--- config.mk ---
export PLATFORM = sky130hd
export DESIGN_NAME = z80fi_insn_monitor
export DESIGN_NICKNAME = d
export VERILOG_FILES = /design/src/rtl/z80fi_insn_monitor.sv
export SDC_FILE = /design/constraint.sdc
export NUM_CORES = 1
export LEC_CHECK = 0
export CORE_ASPECT_RATIO = 1.1
export CORE_MARGIN = 1
export CORE_UTILIZATION = 52
export DETAILED_ROUTE_END_ITERATION = 6
export PLACE_DENSITY_LB_ADDON = 0.25
export REMOVE_ABC_BUFFERS = 1
export SLEW_MARGIN = 10
export SYNTH_ARGS = -nofsm -noshare
export SYNTH_HDL_FRONTEND = slang
export SYNTH_SLANG_ARGS = --single-unit
--- constraint.sdc ---
create_clock -name clk -period 4.46 [get_ports clk]
set_input_delay 0.892 -clock clk [delete_from_list [all_inputs] [get_ports clk]]
set_output_delay 0.892 -clock clk [all_outputs]
set_load 0.01 [all_outputs]
--- src/rtl/z80fi_insn_monitor.sv ---
// Tracks one Z80 instruction from its first M1 fetch to retirement and emits a
// single-cycle z80fi packet with opcode bytes, register snapshots and M/T-cycle data.
module z80fi_insn_monitor #(
   parameter int REG_W  = 96,
   parameter int NUM_MC = 6,
   parameter int MCT_W  = 3
) (
   input  logic                      clk,
   input  logic                      reset_n,
   input  logic                      insn_start,
   input  logic                      fetch_valid,
   input  logic [7:0]                fetch_byte,
   input  logic                      mc_start,
   input  logic [MCT_W-1:0]          mc_type,
   input  logic                      t_tick,
   input  logic                      insn_done,
   input  logic [REG_W-1:0]          core_regs,
   output logic                      z80fi_valid,
   output logic [31:0]               z80fi_insn,
   output logic [2:0]                z80fi_insn_len,
   output logic [REG_W-1:0]          z80fi_regs_in,
   output logic [REG_W-1:0]          z80fi_regs_out,
   output logic [NUM_MC*MCT_W-1:0]   z80fi_mcycle_types,
   output logic [NUM_MC*4-1:0]       z80fi_tcycles,
   output logic                      z80fi_overflow
);

   localparam int IDX_W = (NUM_MC > 1) ? $clog2(NUM_MC) : 1;
   localparam logic [MCT_W-1:0] CYCLE_M1 = MCT_W'(1);

   typedef enum logic [0:0] {IDLE = 1'b0, COLLECT = 1'b1} state_t;

   typedef struct packed {
      logic [31:0]             bytes;
      logic [2:0]              len;
      logic [IDX_W-1:0]        idx;
      logic [NUM_MC*MCT_W-1:0] types;
      logic [NUM_MC*4-1:0]     tcnt;
      logic                    ovf;
   } col_t;

   // Applies one cycle of fetch / M-cycle / T-state events to a collect record.
   // A tick in the same cycle as an M-cycle start belongs to the new M-cycle.
   function automatic col_t apply_events(input col_t c, input logic fv, input logic [7:0] fb,
                                         input logic adv, input logic [MCT_W-1:0] mt,
                                         input logic tt);
      col_t r;
      r = c;
      if (fv) begin
         if (r.len == 3'd4) begin
            r.ovf = 1'b1;
         end else begin
            r.bytes[r.len*8 +: 8] = fb;
            r.len                 = r.len + 3'd1;
         end
      end
      if (adv) begin
         if (r.idx == IDX_W'(NUM_MC-1)) begin
            r.ovf = 1'b1;
         end else begin
            r.idx                         = r.idx + IDX_W'(1);
            r.types[r.idx*MCT_W +: MCT_W] = mt;
         end
      end
      if (tt) begin
         if (r.tcnt[r.idx*4 +: 4] == 4'd15) begin
            r.ovf = 1'b1;
         end else begin
            r.tcnt[r.idx*4 +: 4] = r.tcnt[r.idx*4 +: 4] + 4'd1;
         end
      end
      return r;
   endfunction

   state_t               state_r, next_state_s;
   col_t                 col_r, col_next_s, clear_s, fresh_s, cont_s;
   logic [REG_W-1:0]     regs_in_r;
   logic                 pkt_load_s;

   // State register.
   always_ff @(posedge clk or negedge reset_n) begin
      if (!reset_n) state_r <= IDLE;
      else          state_r <= next_state_s;
   end

   // Next-state logic: a new start always wins over retirement.
   always_comb begin
      next_state_s = state_r;
      case (state_r)
         IDLE:    next_state_s = insn_start ? COLLECT : IDLE;
         COLLECT: begin
            if (insn_start)     next_state_s = COLLECT;
            else if (insn_done) next_state_s = IDLE;
            else                next_state_s = COLLECT;
         end
         default: next_state_s = IDLE;
      endcase
   end

   // Candidate collect records: a fresh instruction or continuation of the current one.
   always_comb begin
      clear_s                  = '0;
      clear_s.types[MCT_W-1:0] = mc_start ? mc_type : CYCLE_M1;
      fresh_s = apply_events(clear_s, fetch_valid, fetch_byte, 1'b0, mc_type, t_tick);
      cont_s  = apply_events(col_r, fetch_valid, fetch_byte, mc_start, mc_type, t_tick);
   end

   // Output/control decode for the current state.
   always_comb begin
      pkt_load_s = 1'b0;
      col_next_s = col_r;
      case (state_r)
         IDLE: begin
            pkt_load_s = 1'b0;
            col_next_s = insn_start ? fresh_s : col_r;
         end
         COLLECT: begin
            pkt_load_s = insn_done;
            col_next_s = insn_start ? fresh_s : cont_s;
         end
         default: begin
            pkt_load_s = 1'b0;
            col_next_s = col_r;
         end
      endcase
   end

   // Collect buffers and entry register snapshot.
   always_ff @(posedge clk or negedge reset_n) begin
      if (!reset_n) begin
         col_r     <= '0;
         regs_in_r <= '0;
      end else begin
         col_r <= col_next_s;
         if (insn_start) regs_in_r <= core_regs;
      end
   end

   // Packet registers; with a coincident start the old record is taken without this cycle's events.
   always_ff @(posedge clk or negedge reset_n) begin
      if (!reset_n) begin
         z80fi_valid        <= 1'b0;
         z80fi_insn         <= '0;
         z80fi_insn_len     <= '0;
         z80fi_regs_in      <= '0;
         z80fi_regs_out     <= '0;
         z80fi_mcycle_types <= '0;
         z80fi_tcycles      <= '0;
         z80fi_overflow     <= 1'b0;
      end else begin
         z80fi_valid <= pkt_load_s;
         if (pkt_load_s) begin
            z80fi_insn         <= insn_start ? col_r.bytes : cont_s.bytes;
            z80fi_insn_len     <= insn_start ? col_r.len   : cont_s.len;
            z80fi_mcycle_types <= insn_start ? col_r.types : cont_s.types;
            z80fi_tcycles      <= insn_start ? col_r.tcnt  : cont_s.tcnt;
            z80fi_overflow     <= insn_start ? col_r.ovf   : cont_s.ovf;
            z80fi_regs_in      <= regs_in_r;
            z80fi_regs_out     <= core_regs;
         end
      end
   end

endmodule

==> impl_metrics.json, run 1 <==
{
  "route.vias.total": 15100,
  "hold_violations": 0,
  "cts.repair.resized": 0,
  "global_placement_routability_congestion": 0.905,
  "power.density_cell_area_nw_per_um2": 429,
  "place_inst": 2705,
  "critical_path.cell_chain": "inv_2 > ha_1 > mux2i_1 > mux4_2 > o32a_1 > inv_1 > ha_1 > inv_1 > o311ai_1 > o21ai_0 > a31oi_1",
  "yosysWarningCount": 0,
  "yosys.area_share.adder_pct": 0.857,
  "crit_fanout": 12,
  "dieWidth_um": 184,
  "antenna_found_initial": 1,
  "ir_worst_vdd_mv": 0.396,
  "finalCriticalPeriod_ns": 3.85,
  "floorplan.initialDensity_pct": 52.6,
  "cell_internal_pwr_mw": 7.80,
  "cp_slowest_cell": "o311ai_1",
  "power.combinational.fraction_pct": 18.3,
  "routed_via_density": 5.41,
  "netlist.area_leader.share_pct": 59.2,
  "timing.setup.tns_ns": 0,
  "io_pins": 385,
  "worst-endpoint-arrival_ns": 4.36,
  "final_layout_size_suffix_gt1_share_pct": 10.0,
  "synth-xor-area-share_pct": 0.323,
  "post_dp_cell_area_um2": 23400,
  "tritoncts_num_sinks": 449,
  "final_instance_area_um2": 24900,
  "drv.max_cap_violation_count": 0,
  "fp.dieArea_um2": 37300,
  "clock.fmax_ghz": 0.260,
  "yosysMostFrequentCell": "nand2_1",
  "cts-buffers-inserted": 47,
  "drc": 0,
  "power_switching_mw": 2.90,
  "synth_top_family_by_area": "simple AND/OR/NAND/NOR gates",
  "setup_skew_ns": 0.0136,
  "synth_compound_area_share_pct": 6.58,
  "grt_overflow": 0,
  "synthesis.area_per_instance_um2": 9.90,
  "first_global_vias": 15200,
  "wire_per_inst_um": 18.8,
  "core-area_um2": 36100,
  "syn_area_um2": 19000,
  "floorplan.die.height_um": 202,
  "grt_first_pass_wirelength_um": 83200,
  "p_seq_share_pct": 44.1,
  "holdCritPathClass": "primary input to async pin",
  "detailed_place_hpwl_um": 34700,
  "htreeDepth": 2,
  "required_ns": 4.97,
  "cts-root-to-sink-buffers": 3,
  "timing.final.crit_share_pct": 86.2,
  "worst_pin_slew_ns": 1.05,
  "cts_tree": "yes",
  "rsz0062_at_grt": "false",
  "setup.worst_path.start_class": "register",
  "top_reg_cell_synth": "dfrtp_1",
  "finalSetupViolCount": 0,
  "proportion_of_total_power_due_to_net_switching_pct": 27.1,
  "number_of_standard_cells_after_synthesis": 1918,
  "synth_cell_types": 61,
  "status": "finished, final reports clean",
  "critical-path-max-stage-delay_ns": 0.92,
  "worstSetupPathType": "register to register",
  "final_nets": 2394,
  "pwr-share-clk_pct": 37.6,
  "cts-root-buf": "clkbuf_16",
  "global_route_usage_over_all_layers_pct": 28.6,
  "insertion_delay_ns": 0.58,
  "placementRows": 73,
  "synth_sequential_area_ratio_pct": 59.2,
  "postCtsSetupRepairBufs": 0,
  "power.leakage_nw": 11.5,
  "synth_edf_count": 0,
  "io_buffers": 384,
  "timing.critical_path.to_type": "register",
  "number_of_nets_with_antenna_violations_after_routing": 0,
  "wp_buf_inv": 3,
  "max-slew-margin-rel_pct": 28.8,
  "first_pass_iters": 5,
  "synth.area.mux_share_pct": 9.92,
  "ys_seq_elements": 449,
  "totalPowerFinal_mw": 10.7,
  "flow.area_growth_from_synthesis_pct": 31.4,
  "yosys.area_share.simple_pct": 20.3,
  "cts.clk_slew.worst_paths_ns": 0.06,
  "maximum_number_of_pins_on_one_net_before_global_route_repair": 183,
  "cts_hold_buf": 0,
  "crit_family": "compound AO/OA/AOI/OAI gates",
  "postRouteWirelength_um": 52300,
  "slew_viol_final": 0,
  "ranking_of_synthesized_cells_by_area": "dfrtp_1 (59%), nand2_1 (14%), mux2_2 (5.8%), mux2i_1 (3.7%), clkbuf_1 (2.1%)",
  "synth_top_cell_by_area": "dfrtp_1",
  "instances_no_fill": 2790,
  "synth.top_cells.by_count": "nand2_1 (693), dfrtp_1 (449), clkbuf_1 (104), mux2_2 (98), nor2_1 (91)",
  "detailedRoute.firstIterationViolations": 993,
  "postSynth.asyncResetShare_pct": 100
}
[logic make-up (layout without fill, tap and decap cells)]
group | count (synthesis) | in the layout
muxes | 172 | 172
xor gates and xnor gates | 7 | 7
and+or+nand+nor | 935 | 935
adders and majority gates | 13 | 13
DFF | 449 | 449
AOI/OAI and AO/OA | 202 | 202
buffers and inverters | 140 | 524
other | 0 | 1
[through the flow]
| step | worst slack, ns | utilization (%) | hold slack, ns |
|---|---|---|---|
| final | 0.613 | 69.2 | 0.305 |
| after global routing | 0.240 | 69.2 | 0.382 |
| after CTS | 0.611 | 69.1 | 0.355 |
| after detailed placement | 0.151 | 64.8 | 0.449 |
| after global placement | 0.236 | 64.8 | 0.442 |
| after floorplan | -7.93 | - | 0.435 |
[layout by cell type, fill, tap and decap left out, types with 9 or more instances in the layout]
cell type,synthesis,final
nand3_1,54,54
mux2_2,98,98
inv_1,15,14
a21oi_1,57,57
nand4_1,26,26
a31oi_1,28,28
mux2i_1,70,70
clkdlybuf4s50_1,0,382
clkbuf_16,0,49
nor3_1,12,12
nand2b_1,13,13
ha_1,13,13
dfrtp_1,449,449
clkbuf_1,104,11
o21ai_0,69,69
and3_1,11,11
clkbuf_8,0,10
nand2_1,693,692
buf_4,3,32
nor2_1,91,91
o211ai_1,9,9
[metal layers]
metal / wire [um] / GRT usage (%) / vias to the layer above
li1: - / - / 7059
met1: 21000 / 36.2 / 7455
met2: 25500 / 46.4 / 494
met3: 4140 / 8.74 / 87
met4: 1670 / 10.5 / 0
met5: 0 / 0 / -
[cell type report]
type | instances | area [um2]
Clock buffer | 70 | 1410
Sequential cell | 449 | 11200
Clock inverter | 14 | 178
Multi-Input combinational cell | 1329 | 7220
Inverter | 17 | 71.3
Tap cell | 487 | 609
Antenna cell | 1 | 2.50
Timing Repair Buffer | 423 | 4230
Fill cell | 2753 | 11100
[registers in the layout, summed over array words and instances (netlist names)]
name,count
z80fi_insn,32
state_r,1
z80fi_regs_out,96
z80fi_valid,1
z80fi_overflow,1
col_r,81
z80fi_regs_in,96
z80fi_mcycle_types,18
regs_in_r,96
z80fi_insn_len,3
z80fi_tcycles,24
[power groups by stage]
| stage | combinational [mW] | clock [mW] | sequential [mW] |
|---|---|---|---|
| 4_1_cts | 1.98 | 4.07 | 4.73 |
| 2_1_floorplan | 0.653 | 0 | 4.93 |
| 3_5_place_dp | 1.96 | 0 | 4.79 |
| 5_1_grt | 2.13 | 4.24 | 4.77 |
| 6_report | 1.96 | 4.02 | 4.73 |
| 3_3_place_gp | 1.93 | 0 | 4.77 |
[final timing paths]
kind                                           from                             end  slack (ns)  cells past startpoint
hold reg to reg            regs_in_r[0]$_DFFE_PN0P_    z80fi_regs_in[0]$_DFFE_PN0P_        0.46                      2
setup reg to reg              col_r[43]$_DFFE_PN0P_   z80fi_tcycles[10]$_DFFE_PN0P_        0.61                     11
hold / removal                              reset_n  z80fi_regs_out[62]$_DFFE_PN0P_        0.30                      1
min in group clk           regs_in_r[0]$_DFFE_PN0P_    z80fi_regs_in[0]$_DFFE_PN0P_        0.46                      2
max in group asynchronous                   reset_n  z80fi_regs_out[33]$_DFFE_PN0P_        3.08                      2
setup / recovery              col_r[43]$_DFFE_PN0P_   z80fi_tcycles[10]$_DFFE_PN0P_        0.61                     11
Power figures use the tool's default switching activity.
==> inputs of run 2 (changes only) <==
Settings changed: CORE_ASPECT_RATIO 1.1 to 0.9, CORE_UTILIZATION 52 to 55.
Clock period 4.46 ns to 4.5 ns, I/O delays scaled along.
==> impl_metrics.json, run 2 (synthesized netlist as in run 1, its figures left out) <==
{
  "status": "finished, final reports clean",
  "insertion_delay_ns": 0.56,
  "postRouteWirelength_um": 51800,
  "dieWidth_um": 198,
  "slew_viol_final": 0,
  "mostFrequentLayoutCell": "nand2_1",
  "final_instance_area_um2": 24900,
  "cts-root-to-sink-buffers": 3,
  "clock.fmax_ghz": 0.248,
  "core-area_um2": 34000,
  "timing.final.crit_share_pct": 89.7,
  "worst-endpoint-arrival_ns": 4.51,
  "cts-root-buf": "clkbuf_16",
  "final_layout_size_suffix_gt1_share_pct": 10.1,
  "cts.repair.resized": 0,
  "number_of_nets_with_antenna_violations_after_routing": 0,
  "crit_fanout": 12,
  "htreeDepth": 2,
  "reg2reg_slack_ns": 0.46,
  "drv.max_cap_violation_count": 0,
  "final_core_util_pct": 73.3,
  "final_nets": 2399,
  "critical-path-max-stage-delay_ns": 0.74,
  "io_pins": 385,
  "global_placement_routability_congestion": 0.880,
  "route.vias.total": 15200,
  "hold_violations": 0,
  "totalPowerFinal_mw": 10.4,
  "maximum_number_of_pins_on_one_net_before_global_route_repair": 136,
  "critical_r2r_capture": "z80fi_tcycles[17]$_DFFE_PN0P_",
  "cts-buffers-inserted": 46,
  "floorplan.initialDensity_pct": 55.9,
  "setup_skew_ns": 0.0143,
  "antenna_found_initial": 1,
  "global_route_usage_over_all_layers_pct": 29.5,
  "cts_hold_buf": 0,
  "rsz0062_at_grt": "false",
  "flow.area_growth_from_synthesis_pct": 31.1,
  "timing.setup.tns_ns": 0,
  "power.density_cell_area_nw_per_um2": 416,
  "fp.dieArea_um2": 35300,
  "floorplan.die.height_um": 178,
  "tritoncts_num_sinks": 449,
  "final_cell_mix": "nand2_1 (692), dfrtp_1 (449), clkdlybuf4s50_1 (382), mux2_2 (98), nor2_1 (91)",
  "worst_pin_slew_ns": 1.06,
  "power.leakage_nw": 11.5,
  "io_buffers": 384,
  "finalCriticalPeriod_ns": 4.04,
  "routed_via_density": 5.50,
  "required_ns": 4.98,
  "crit_family": "compound AO/OA/AOI/OAI gates",
  "critical_path.cell_chain": "buf_4 > ha_1 > a21boi_4 > xnor2_1 > mux2i_1 > o221a_2 > inv_1 > ha_1 > inv_1 > buf_4 > o311ai_1 > o21ai_0 > a31oi_1",
  "max-slew-margin-rel_pct": 29.0,
  "highest_layer": "met4",
  "cts.clk_slew.worst_paths_ns": 0.07,
  "routed-wl-met3_um": 4430,
  "worst-r2r-cell-count": 13,
  "detailedRoute.firstIterationViolations": 937,
  "reg.largest.list": "regs_in_r: 96 flops, z80fi_regs_in: 96 flops, z80fi_regs_out: 96 flops",
  "cp_slowest_cell": "o311ai_1",
  "first_pass_iters": 5,
  "timing.critical_path.to_type": "register",
  "setup.worst_path.start_class": "register",
  "routed_met2_length_um": 23900,
  "postCtsSetupRepairBufs": 0,
  "wp_buf_inv": 4,
  "drc": 0,
  "worstSetupPathType": "register to register",
  "detailed_place_hpwl_um": 35400,
  "first_global_vias": 15100,
  "holdCritPathClass": "primary input to async pin",
  "grt_overflow": 0,
  "wire_per_inst_um": 18.7,
  "finalSetupViolCount": 0,
  "grt_first_pass_wirelength_um": 81400,
  "ir_worst_vdd_mv": 0.341,
  "placementRows": 64,
  "timing.rr.start": "col_r[43]$_DFFE_PN0P_",
  "post_dp_cell_area_um2": 23400,
  "cts_tree": "yes",
  "wirelength_met1_um": 21500
}
[run 2: cell types whose count changed in the layout (fill, tap and decap cells not counted), sizes merged]
cell      previous run  this run
diode                1         3
buf                 41        47
clkinvlp             1         2
clkbuf              70        66
bufinv               3         2
clkinv              10        13
[run 2: final cells by class]
type	count	area (um2)
Tap cell	462	578
Clock buffer	66	1310
Timing Repair Buffer	429	4300
Antenna cell	3	7.51
Sequential cell	449	11200
Clock inverter	17	173
Fill cell	2476	9060
Inverter	17	71.3
Multi-Input combinational cell	1329	7220
[run 2: per-layer routing]
metal | GRT usage, % | up-vias
li1 | - | 7088
met1 | 38.8 | 7530
met2 | 45.6 | 515
met3 | 8.70 | 114
met4 | 12.3 | 0
met5 | 0 | -
[run 2: power breakdown]
| part | internal [mW] | total (mW) | switching, mW |
|---|---|---|---|
| registers | 4.45 | 4.69 | 0.238 |
| clock network | 2.15 | 3.72 | 1.58 |
| logic | 0.948 | 1.94 | 0.996 |
| total | 7.55 | 10.4 | 2.81 |
[run 2: worst register-to-register path, delay by kind of cell, from the launching register on]
family,cells,cell delay (ns)
AOI/OAI and AO/OA,5,1.60
xor gates and xnor gates,1,0.50
adders and majority gates,2,0.56
buffers and inverters,4,0.70
DFF,1,0.44
muxes,1,0.15
[run 2: worst max-delay path by stage]
stage	depth (start not counted)	to	slack (ns)	startpoint
floorplan	4	z80fi_tcycles[6]$_DFFE_PN0P_	-7.90	insn_done
global placement	12	z80fi_tcycles[9]$_DFFE_PN0P_	0.08	mc_start
detailed placement	12	z80fi_tcycles[8]$_DFFE_PN0P_	0.01	mc_start
CTS	13	z80fi_tcycles[17]$_DFFE_PN0P_	0.52	col_r[43]$_DFFE_PN0P_
global route	12	z80fi_tcycles[12]$_DFFE_PN0P_	0.14	col_r[43]$_DFFE_PN0P_
finish	13	z80fi_tcycles[17]$_DFFE_PN0P_	0.46	col_r[43]$_DFFE_PN0P_
[run 2: per-stage QoR]
step	cells	setup WS [ns]	hold WS [ns]
floorplan	1795	-7.90	0.435
global placement	2686	0.0842	0.440
detailed placement	2686	0.0127	0.449
CTS	2769	0.521	0.446
global route	2770	0.141	0.479
finish	2772	0.465	0.424
==> inputs of run 3 (changes only) <==
Settings changed: GPL_TIMING_DRIVEN from default to 0.
==> impl_metrics.json, run 3 (synthesized netlist as in run 1, its figures left out) <==
{
  "worst_pin_slew_ns": 1.28,
  "cts-root-to-sink-buffers": 3,
  "finalCriticalPeriod_ns": 4.22,
  "final_nets": 2371,
  "final.setup.worst_slack_ns": 0.276,
  "clock.fmax_ghz": 0.237,
  "floorplan.die.height_um": 178,
  "first_global_vias": 15100,
  "holdCritPathClass": "primary input to async pin",
  "antenna_found_initial": 1,
  "global_placement_routability_congestion": 0.871,
  "grt_overflow": 0,
  "first_pass_iters": 5,
  "maximum_number_of_pins_on_one_net_before_global_route_repair": 148,
  "drv.max_cap_violation_count": 0,
  "tritoncts_num_sinks": 449,
  "fp.dieArea_um2": 35300,
  "antenna_cells_inserted": 0,
  "grt_first_pass_wirelength_um": 80100,
  "required_ns": 4.90,
  "placementRows": 64,
  "rsz0062_at_grt": "false",
  "detailedRoute.firstIterationViolations": 976,
  "critical-path-max-stage-delay_ns": 0.60,
  "cpMostUsedCell": "mux2i_1",
  "flow.area_growth_from_synthesis_pct": 31.9,
  "global_route_usage_over_all_layers_pct": 28.7,
  "finalHoldWorstSlack_ns": 0.238,
  "hold_violations": 0,
  "dpl_worst_slack_ns": -1.37,
  "insertion_delay_ns": 0.56,
  "fill_cells": 2408,
  "htreeDepth": 2,
  "dieWidth_um": 198,
  "cp_slowest_cell": "dfrtp_2",
  "multi_input_comb_area_um2": 7400,
  "cts_hold_buf": 0,
  "slew_viol_final": 0,
  "crit_family": "compound AO/OA/AOI/OAI gates",
  "wp_buf_inv": 4,
  "finalSetupViolCount": 0,
  "number_of_nets_with_antenna_violations_after_routing": 0,
  "reg.largest.list": "regs_in_r: 96 flops, z80fi_regs_in: 96 flops, z80fi_regs_out: 96 flops",
  "mostFrequentLayoutCell": "nand2_1",
  "max-slew-margin-rel_pct": 14.5,
  "final_instance_area_um2": 25000,
  "worst-endpoint-arrival_ns": 4.62,
  "power.leakage_nw": 11.5,
  "final_cell_mix": "nand2_1 (692), dfrtp_1 (447), clkdlybuf4s50_1 (381), mux2_2 (98), nor2_1 (91)",
  "critical_path.cell_chain": "inv_2 > ha_4 > mux2i_1 > mux4_2 > o32a_1 > inv_1 > ha_2 > clkinvlp_4 > buf_4 > o311ai_4 > mux2i_1 > a21oi_1",
  "place_inst": 2653,
  "instances_no_fill": 2741,
  "cts-root-buf": "clkbuf_16",
  "timing.critical_path.to_type": "register",
  "postRouteWirelength_um": 50400,
  "floorplan.initialDensity_pct": 55.9,
  "routed_via_density": 5.49,
  "setup.worst_path.start_class": "register",
  "io_pins": 385,
  "route.vias.total": 15100,
  "detailed_place_hpwl_um": 33100,
  "wire_per_inst_um": 18.4,
  "ir_worst_vdd_mv": 0.407,
  "final_layout_size_suffix_gt1_share_pct": 10.0,
  "io_buffers": 384,
  "final-seq-area_um2": 11200,
  "power.density_cell_area_nw_per_um2": 421,
  "final_core_util_pct": 73.8,
  "cts-buffers-inserted": 46,
  "timing.setup.tns_ns": 0,
  "core-area_um2": 34000,
  "cts.clk_slew.worst_paths_ns": 0.06,
  "worstSetupPathType": "register to register",
  "setup_skew_ns": 0.0146,
  "drc": 0,
  "post_dp_cell_area_um2": 23200,
  "timing.final.crit_share_pct": 93.9,
  "status": "finished, final reports clean",
  "totalPowerFinal_mw": 10.6,
  "crit_fanout": 19,
  "cts_tree": "yes"
}
## run 3: changes by cell type in the layout (fill, tap and decap cells not counted), moves of 3 or more
cell / previous run / this run
o311ai_4: 1 / 7
xnor2_1: 7 / 4
diode_2: 3 / 0
buf_4: 36 / 5
o311ai_1: 5 / 0
buf_12: 9 / 1
clkbuf_8: 6 / 16
buf_16: 0 / 9
clkbuf_1: 13 / 8
## run 3: final timing paths
kind | startpoint | cells past startpoint | slack [ns] | to
worst max-delay path | col_r[43]$_DFFE_PN0P_ | 12 | 0.28 | z80fi_tcycles[0]$_DFFE_PN0P_
worst min-delay path | reset_n | 1 | 0.24 | z80fi_insn[7]$_DFFE_PN0P_
worst max register to register | col_r[43]$_DFFE_PN0P_ | 12 | 0.28 | z80fi_tcycles[0]$_DFFE_PN0P_
worst min register to register | regs_in_r[7]$_DFFE_PN0P_ | 2 | 0.46 | z80fi_regs_in[7]$_DFFE_PN0P_
max in group asynchronous | reset_n | 3 | 2.98 | z80fi_regs_in[36]$_DFFE_PN0P_
min in group clk | regs_in_r[7]$_DFFE_PN0P_ | 2 | 0.46 | z80fi_regs_in[7]$_DFFE_PN0P_
## run 3: where the power goes
| group | leakage (nW) | switching (mW) | total, mW | internal, mW |
|---|---|---|---|---|
| sequential | 5.63 | 0.252 | 4.70 | 4.45 |
| combinational | 5.07 | 0.975 | 1.92 | 0.944 |
| clock | 0.788 | 1.57 | 3.93 | 2.36 |
## run 3: final cells by class
type / instances / area share, %
Inverter: 17 / 0.300
Clock inverter: 10 / 0.415
Clock buffer: 73 / 5.90
Timing Repair Buffer: 401 / 16.6
Sequential cell: 449 / 44.9
Tap cell: 462 / 2.31
Multi-Input combinational cell: 1329 / 29.6
## run 3: what timing repair did
action,CTS,global route
pin swaps,1,0
setup endpoints to repair,50,38
resized for setup,18,9
buffers inserted,5,0
## run 3: per-layer routing
metal  track usage (%)  part of all wire, %  wire, um  vias up
li1                  -                    -         -     7010
met1              37.8                   40     20400     7400
met2              45.4                   47     23700      541
met3              8.49                  9.0      4530      104
met4              10.2                  3.5      1760        2
met5                 0                0.024        12        -
